[config.mk]
export PLATFORM = sky130hd
export DESIGN_NAME = tempsens_sequencer
export DESIGN_NICKNAME = d
export VERILOG_FILES = /design/src/rtl/tempsens_sequencer.sv
export SDC_FILE = /design/constraint.sdc
export NUM_CORES = 1
export LEC_CHECK = 0
export ABC_AREA = 1
export BUFFER_PORTS_ARGS = -buffer_cell sky130_fd_sc_hd__buf_2
export CORE_UTILIZATION = 39
export DETAILED_ROUTE_END_ITERATION = 10
export PLACE_DENSITY = 0.6
export SLEW_MARGIN = 10
export SYNTH_ARGS = -nofsm -noshare
export SYNTH_HDL_FRONTEND = slang
export SYNTH_SLANG_ARGS = --single-unit
[constraint.sdc]
create_clock -name clk -period 2.29 [get_ports clk]
set_input_delay 0.1145 -clock clk [delete_from_list [all_inputs] [get_ports clk]]
set_output_delay 0.1145 -clock clk [all_outputs]
set_load 0.005 [all_outputs]
[src/rtl/tempsens_sequencer.sv]
// Ring-oscillator temperature sensor sequencer: gates the oscillator, averages
// 2^NAVG_LOG2 samples and ships the result over a UART. Optional header byte: TEMPSENS_HDR_EN.
module tempsens_sequencer #(
  parameter int WIDTH     = 16,
  parameter int WINDOW    = 1000,
  parameter int NAVG_LOG2 = 2
) (
  input  logic             clk,
  input  logic             reset,
  input  logic             start,
  input  logic [WIDTH-1:0] count,
  input  logic             tx_busy,
  output logic             osc_en,
  output logic             cnt_clr,
  output logic             tx_start,
  output logic [7:0]       tx_data,
  output logic [WIDTH-1:0] result,
  output logic             result_valid,
  output logic             busy,
  output logic [2:0]       dbg_state
);
  // UART handshake: a byte is issued with a one-cycle tx_start (data held in
  // tx_data until the next issue); the UART acknowledges by raising tx_busy and
  // signals completion by dropping it. A new issue only happens with tx_busy low.

  typedef enum logic [2:0] {
    S_IDLE, S_CLEAR, S_GATE, S_SETTLE, S_ACCUM, S_SEND, S_WAIT_HI, S_WAIT_LO
  } state_t;

  localparam int AW = WIDTH + NAVG_LOG2;
  localparam int IW = NAVG_LOG2 + 1;
  localparam logic [IW-1:0] LAST_IDX = IW'((1 << NAVG_LOG2) - 1);
  localparam logic [15:0]   WIN_LOAD = 16'(WINDOW - 1);
`ifdef TEMPSENS_HDR_EN
  localparam logic [1:0]    LAST_BYTE = 2'd2;
`else
  localparam logic [1:0]    LAST_BYTE = 2'd1;
`endif

  state_t           state_q, state_d;
  logic [15:0]      gate_cnt_q, gate_cnt_d;
  logic             settle_q, settle_d;
  logic [AW-1:0]    acc_q, acc_d;
  logic [IW-1:0]    idx_q, idx_d;
  logic [1:0]       byte_ptr_q, byte_ptr_d;
  logic [WIDTH-1:0] result_q, result_d;
  logic             result_valid_q, result_valid_d;
  logic             tx_start_q, tx_start_d;
  logic [7:0]       tx_data_q, tx_data_d;

  logic [AW-1:0]    acc_sum;
  logic [15:0]      res16;
  logic [7:0]       byte_sel;

  always_comb begin
    res16 = 16'(result_q);
`ifdef TEMPSENS_HDR_EN
    case (byte_ptr_q)
      2'd0:    byte_sel = 8'hA5;
      2'd1:    byte_sel = res16[7:0];
      default: byte_sel = res16[15:8];
    endcase
`else
    byte_sel = (byte_ptr_q == 2'd0) ? res16[7:0] : res16[15:8];
`endif
  end

  assign acc_sum = acc_q + AW'(count);

  always_comb begin
    state_d        = state_q;
    gate_cnt_d     = gate_cnt_q;
    settle_d       = settle_q;
    acc_d          = acc_q;
    idx_d          = idx_q;
    byte_ptr_d     = byte_ptr_q;
    result_d       = result_q;
    result_valid_d = 1'b0;
    tx_start_d     = 1'b0;
    tx_data_d      = tx_data_q;
    unique case (state_q)
      S_IDLE: begin
        if (start) begin
          acc_d   = '0;
          idx_d   = '0;
          state_d = S_CLEAR;
        end
      end
      S_CLEAR: begin
        gate_cnt_d = WIN_LOAD;
        state_d    = S_GATE;
      end
      S_GATE: begin
        if (gate_cnt_q == 16'd0) begin
          settle_d = 1'b1;
          state_d  = S_SETTLE;
        end else begin
          gate_cnt_d = gate_cnt_q - 16'd1;
        end
      end
      S_SETTLE: begin
        // Two dead cycles so the asynchronous counter is stable before sampling.
        if (settle_q) settle_d = 1'b0;
        else          state_d  = S_ACCUM;
      end
      S_ACCUM: begin
        acc_d = acc_sum;
        if (idx_q != LAST_IDX) begin
          idx_d   = idx_q + IW'(1);
          state_d = S_CLEAR;
        end else begin
          result_d       = WIDTH'(acc_sum >> NAVG_LOG2);
          result_valid_d = 1'b1;
          byte_ptr_d     = 2'd0;
          state_d        = S_SEND;
        end
      end
      S_SEND: begin
        if (!tx_busy) begin
          tx_start_d = 1'b1;
          tx_data_d  = byte_sel;
          state_d    = S_WAIT_HI;
        end
      end
      S_WAIT_HI: begin
        if (tx_busy) state_d = S_WAIT_LO;
      end
      S_WAIT_LO: begin
        if (!tx_busy) begin
          if (byte_ptr_q == LAST_BYTE) begin
            state_d = S_IDLE;
          end else begin
            byte_ptr_d = byte_ptr_q + 2'd1;
            state_d    = S_SEND;
          end
        end
      end
      default: state_d = S_IDLE;
    endcase
  end

  always_ff @(posedge clk or posedge reset) begin
    if (reset) begin
      state_q        <= S_IDLE;
      gate_cnt_q     <= '0;
      settle_q       <= 1'b0;
      acc_q          <= '0;
      idx_q          <= '0;
      byte_ptr_q     <= '0;
      result_q       <= '0;
      result_valid_q <= 1'b0;
      tx_start_q     <= 1'b0;
      tx_data_q      <= '0;
    end else begin
      state_q        <= state_d;
      gate_cnt_q     <= gate_cnt_d;
      settle_q       <= settle_d;
      acc_q          <= acc_d;
      idx_q          <= idx_d;
      byte_ptr_q     <= byte_ptr_d;
      result_q       <= result_d;
      result_valid_q <= result_valid_d;
      tx_start_q     <= tx_start_d;
      tx_data_q      <= tx_data_d;
    end
  end

  // Gate and clear decode straight from the state so reset kills osc_en at once.
  assign osc_en       = (state_q == S_GATE);
  assign cnt_clr      = (state_q == S_CLEAR);
  assign busy         = (state_q != S_IDLE);
  assign tx_start     = tx_start_q;
  assign tx_data      = tx_data_q;
  assign result       = result_q;
  assign result_valid = result_valid_q;
  assign dbg_state    = state_q;
endmodule

# Yosys cells after proc, flatten, opt, wreduce, memory -nomap -nowiden
# Index checks and enable logic that the tools add are counted.
# word_totals
regBits,69
in_bits,20
output_inout_bits,32
word_cells,78
# op_classes
addsub,4
n_eq_ne,19
mux,27
n_bitwise,2
n_reduce_logical,16
# ops
operator,n
$pmux 18 s2,1
$pmux 16 s2,1
$mux 3,10
$pmux 3 s8,1
$add 18x16->18,1
$mux 18,1
$ne 2x2->1 const B,9
$logic_not 16->1,1
$mux 16,1
$sub 16x1->16 const B,1
$eq 3x3->1 const B,4
$reduce_and 2->1,5
$mux 8,1
$reduce_bool 2->1,4
$eq 3x2->1 const B,2
$mux 2,3
$pmux 3 s2,1
$reduce_and 6->1,1
$mux 1,5
$pmux 2 s2,1
$reduce_and 4->1,1
$add 3x1->3 const B,1
$eq 3x1->1 const B,1
$logic_not 3->1,1
other kinds (9),10

# Longest topological paths before layout
# depth
ltp_word,4
ltp_mapped,12
mapped_depth_nobuf,12

# Worst setup path after synthesis
# OpenSTA, ideal clock, no wires.
# synth_timing
path_type,flip-flop to flip-flop
startpoint,register acc_q[0]
endpoint,"register result_q[12], in the netlist result[12]"
t_arrival_ns,1.594
required_time_ns,2.173
setup_slack_ns,0.578
stages_incl_launch_ff,11
n_path_buf,0
synth_period_minus_slack_ns,1.712
cell_sequence,dfrtp_1 > ha_1 > fa_1 > nand3_1 > nand2_1 > nand3_1 > nand2_1 > nand2_1 > nand3_1 > nand3_1 > nand2_1
# synth_between
elab_chain_cells,1
# synth_rtl
element,line_no,rtl
from (decl),43,"logic [AW-1:0] acc_q, acc_d;"
from (signal assigned),147,acc_q <= '0;
from (signal assigned),158,acc_q <= acc_d;
$add 18x16->18,68,assign acc_sum = acc_q + AW'(count);
to (signal assigned),161,result_q <= result_d;
to (decl),46,"logic [WIDTH-1:0] result_q, result_d;"
# Every way passes these cells.
# A chain may end at the register's enable or synchronous reset.

# Worst setup path after layout
# layout_timing
startpoint,register acc_q[0]
endpoint,register acc_q[8]
# layout_between
elab_chain_cells,2
# layout_rtl
element,line_no,rtl
$add 18x16->18,68,
$pmux 18 s2,81,unique case (state_q)
# Every way passes these cells.

==> impl_results.md <==
* CTS tree: built
* Setup violators final at 0
* CP endpoint kind: flip-flop
* PD cells at 614 nW/µm²
* N_diodes at 0
* Chip Height at 105 µm
* DR DRC count at 0
* Synth Instances at 536
* Reg clk slew, reported paths at 0.08 ns
* FFs w/ async S/R, synth at 100%
* Mapped Area at 4140 µm²
* Synth Net Count at 579
* Rel. slew slack at 63.0%
* Tmin final at 1.86 ns
* Hold Path Class: in -> reg
* Largest net degree at the start of global routing at 36
* Worst VDD drop at 0.370 mV
* Final WL at 10.2 mm
* Synth Area in Compound Gates at 8.77%
* Initial antenna violation count at 0
* Max clock buf depth at 2
* Synth unique cells at 36
* Gpl congestion at 0.883
* Initial Util at 40.1%
* Yosys top cell area share at 41.7%
* Synth Area in XOR/XNOR at 2.33%
* Clk sink count at 69
* CP Launch Type: flip-flop
* Final HPWL DP at 7.73 mm
* Post-synth top flop: dfrtp_1
* DIE WIDTH at 105 µm
* Seq cells post-synth at 69
* Layout cell share with drive strength beyond 1 at 16.3%
* Most frequent cell after synthesis: nand2_1
* WS Path Type: reg -> reg
* RSZ-0062 raised after global routing: no
* H-Tree Depth at 3
* Starting DRT DRC Count at 122
* Vias per inst at 5.00
* NumNets Final at 639
* CTS root buffer: clkbuf_8
* Internal reg-to-reg setup slack at 0.43 ns
* Overflow after GRT at 0
* Setup Buffers After CTS at 0
* R2r startpoint: acc_q[0]$_DFFE_PP0P_
* Worst Skew at 0.0101 ns
* TritonCTS buffer count at 9
* Gr usage total at 20.2%
* Worst-Margin Slew at 0.554 ns
* Setup slack at placement at 0.433 ns
* Area grow syn2layout at 15.7%
* Core ar. at 10300 µm²
* Leading area contributor after synthesis: dfrtp_1
* Yosys warns at 0
* Worst setup margin at 0.428 ns
* Final Hold Vio Count at 0
* LEAKAGE at 2.43 nW
* Worst Path Max Fanout at 4
* Via Count at 3685
* First-pass GRT wire length at 17.4 mm
* DR pass1 iterations at 4
* Post-synth top cells: 159 x nand2_1, 69 x dfrtp_1, 54 x nor2_1
* Avg WL per Cell at 13.9 µm
* Register area share after synthesis at 41.7%
* Setup_tns at 0 ns
* Combinational family with the most area after synthesis: simple AND/OR/NAND/NOR gates
* Worst EP arrival at 2.10 ns
* HP Start: count[0]
* Synth Area in Simple Gates at 31.7%
* Post-synth EDFFs at 0
* Io pins at 52
* Slew Viols, Final at 0
* Syn_area_per_cell at 7.72 µm²
* Adder-Cell Fraction of Synth Area at 7.14%
* Status: finished clean
* # Max-Cap Violations at 0
* Worst-skew pair later-pin latency at 0.35 ns
* Final worst-path cycle share at 81.3%
* Ranking of synthesized cells by area: dfrtp_1 42%, nand2_1 14%, ha_1 6.7%
* Fmax at 537 MHz
* FP Rows at 37
* PortBufs at 51
* DIE AREA at 11000 µm²
* Vias in the first global route at 3676
* Crit path from: acc_q[0]$_DFFE_PP0P_
* Worst Path Required at 2.52 ns
* Post-synthesis mux area share at 2.21%
* ANT nets after route at 0
cell usage in the layout, fill, tap and decap left out, types with 6 or more instances in the layout:
cell and n:
nor2_1 54, xnor2_1 8, a21oi_1 26, inv_2 9
inv_1 40, nand4_1 6, nor3_1 6, nand2_1 159
ha_1 22, buf_2 51, buf_4 6, clkbuf_8 9
o21ai_0 18, o21ai_1 18, nand3_1 44, mux2i_1 8
dfrtp_1 69, nand3b_1 9
through the flow:
| step | cell area [µm²] | util [%] | cells | total power, mW | hold slack (ns) |
|---|---|---|---|---|---|
| after detailed placement | 4560 | 44.2 | 720 | 1.85 | 0.211 |
| after CTS | 4790 | 46.4 | 737 | 2.97 | 0.108 |
| after global routing | 4790 | 46.4 | 737 | 3.10 | 0.118 |
| after global placement | 4560 | 44.2 | 720 | 1.84 | 0.194 |
| final | 4790 | 46.4 | 737 | 2.94 | 0.123 |
| after floorplan | 4140 | - | 536 | 1.70 | 0.314 |
power by group:
group | total, mW | internal [mW] | switching [mW]
Combinational | 0.542 | 0.200 | 0.342
Clock | 1.11 | 0.614 | 0.492
Sequential | 1.29 | 1.26 | 0.0292
Total | 2.94 | 2.07 | 0.863
flip-flops by register name, indices dropped and copies added, names as in the netlist:
name,cells
tx_start,1
dbg_state,3
settle_q,1
result,16
result_valid,1
gate_cnt_q,16
tx_data,8
idx_q,3
acc_q,18
byte_ptr_q,2
kinds of logic after synthesis:
logic type,Yosys count
AOI/OAI and AO/OA,67
xor gates and xnor gates,11
adders and majority gates,23
buffers and inverters,60
DFF,69
muxes,9
and+or+nand+nor,297
final timing paths:
kind	end	depth (start not counted)
min in group asynchronous	gate_cnt_q[15]$_DFFE_PP0P_	3
worst max-delay path	acc_q[8]$_DFFE_PP0P_	8
worst min register to register	acc_q[13]$_DFFE_PP0P_	2
max in group asynchronous	result[1]$_DFFE_PP0P_	4
worst min-delay path	acc_q[0]$_DFFE_PP0P_	3
worst max register to register	acc_q[8]$_DFFE_PP0P_	8
layout make-up:
cell class,count,area [µm²]
fill,1041,5540
multi-input combinational,407,2160
sequential,69,1730
timing repair buffer,59,330
inverter,50,188
tap,136,170
clock buffer,10,128
clock inverter,6,87.6
worst max-delay path: stages (launching register included):
cell and delay [ns]:
dfrtp_1 0.38, ha_1 0.23, fa_1 0.42, nand3_1 0.10, nand2_1 0.10, nand2_1 0.08
nand2_1 0.10, xnor2_1 0.23, o21ai_0 0.11
metal layers:
metal / track usage, % / vias to the layer above / part of all wire (%)
li1: - / 1865 / -
met1: 26.4 / 1729 / 48
met2: 32.8 / 81 / 47
met3: 4.93 / 10 / 3.9
met4: 6.84 / 0 / 1.2
met5: 0 / - / 0
what timing repair did:
item	4_1_cts	5_1_grt
hold buffers	1	0
gates resized for setup	0	0
hold endpoints to repair	22	0
(Power assumes the default switching activity.)
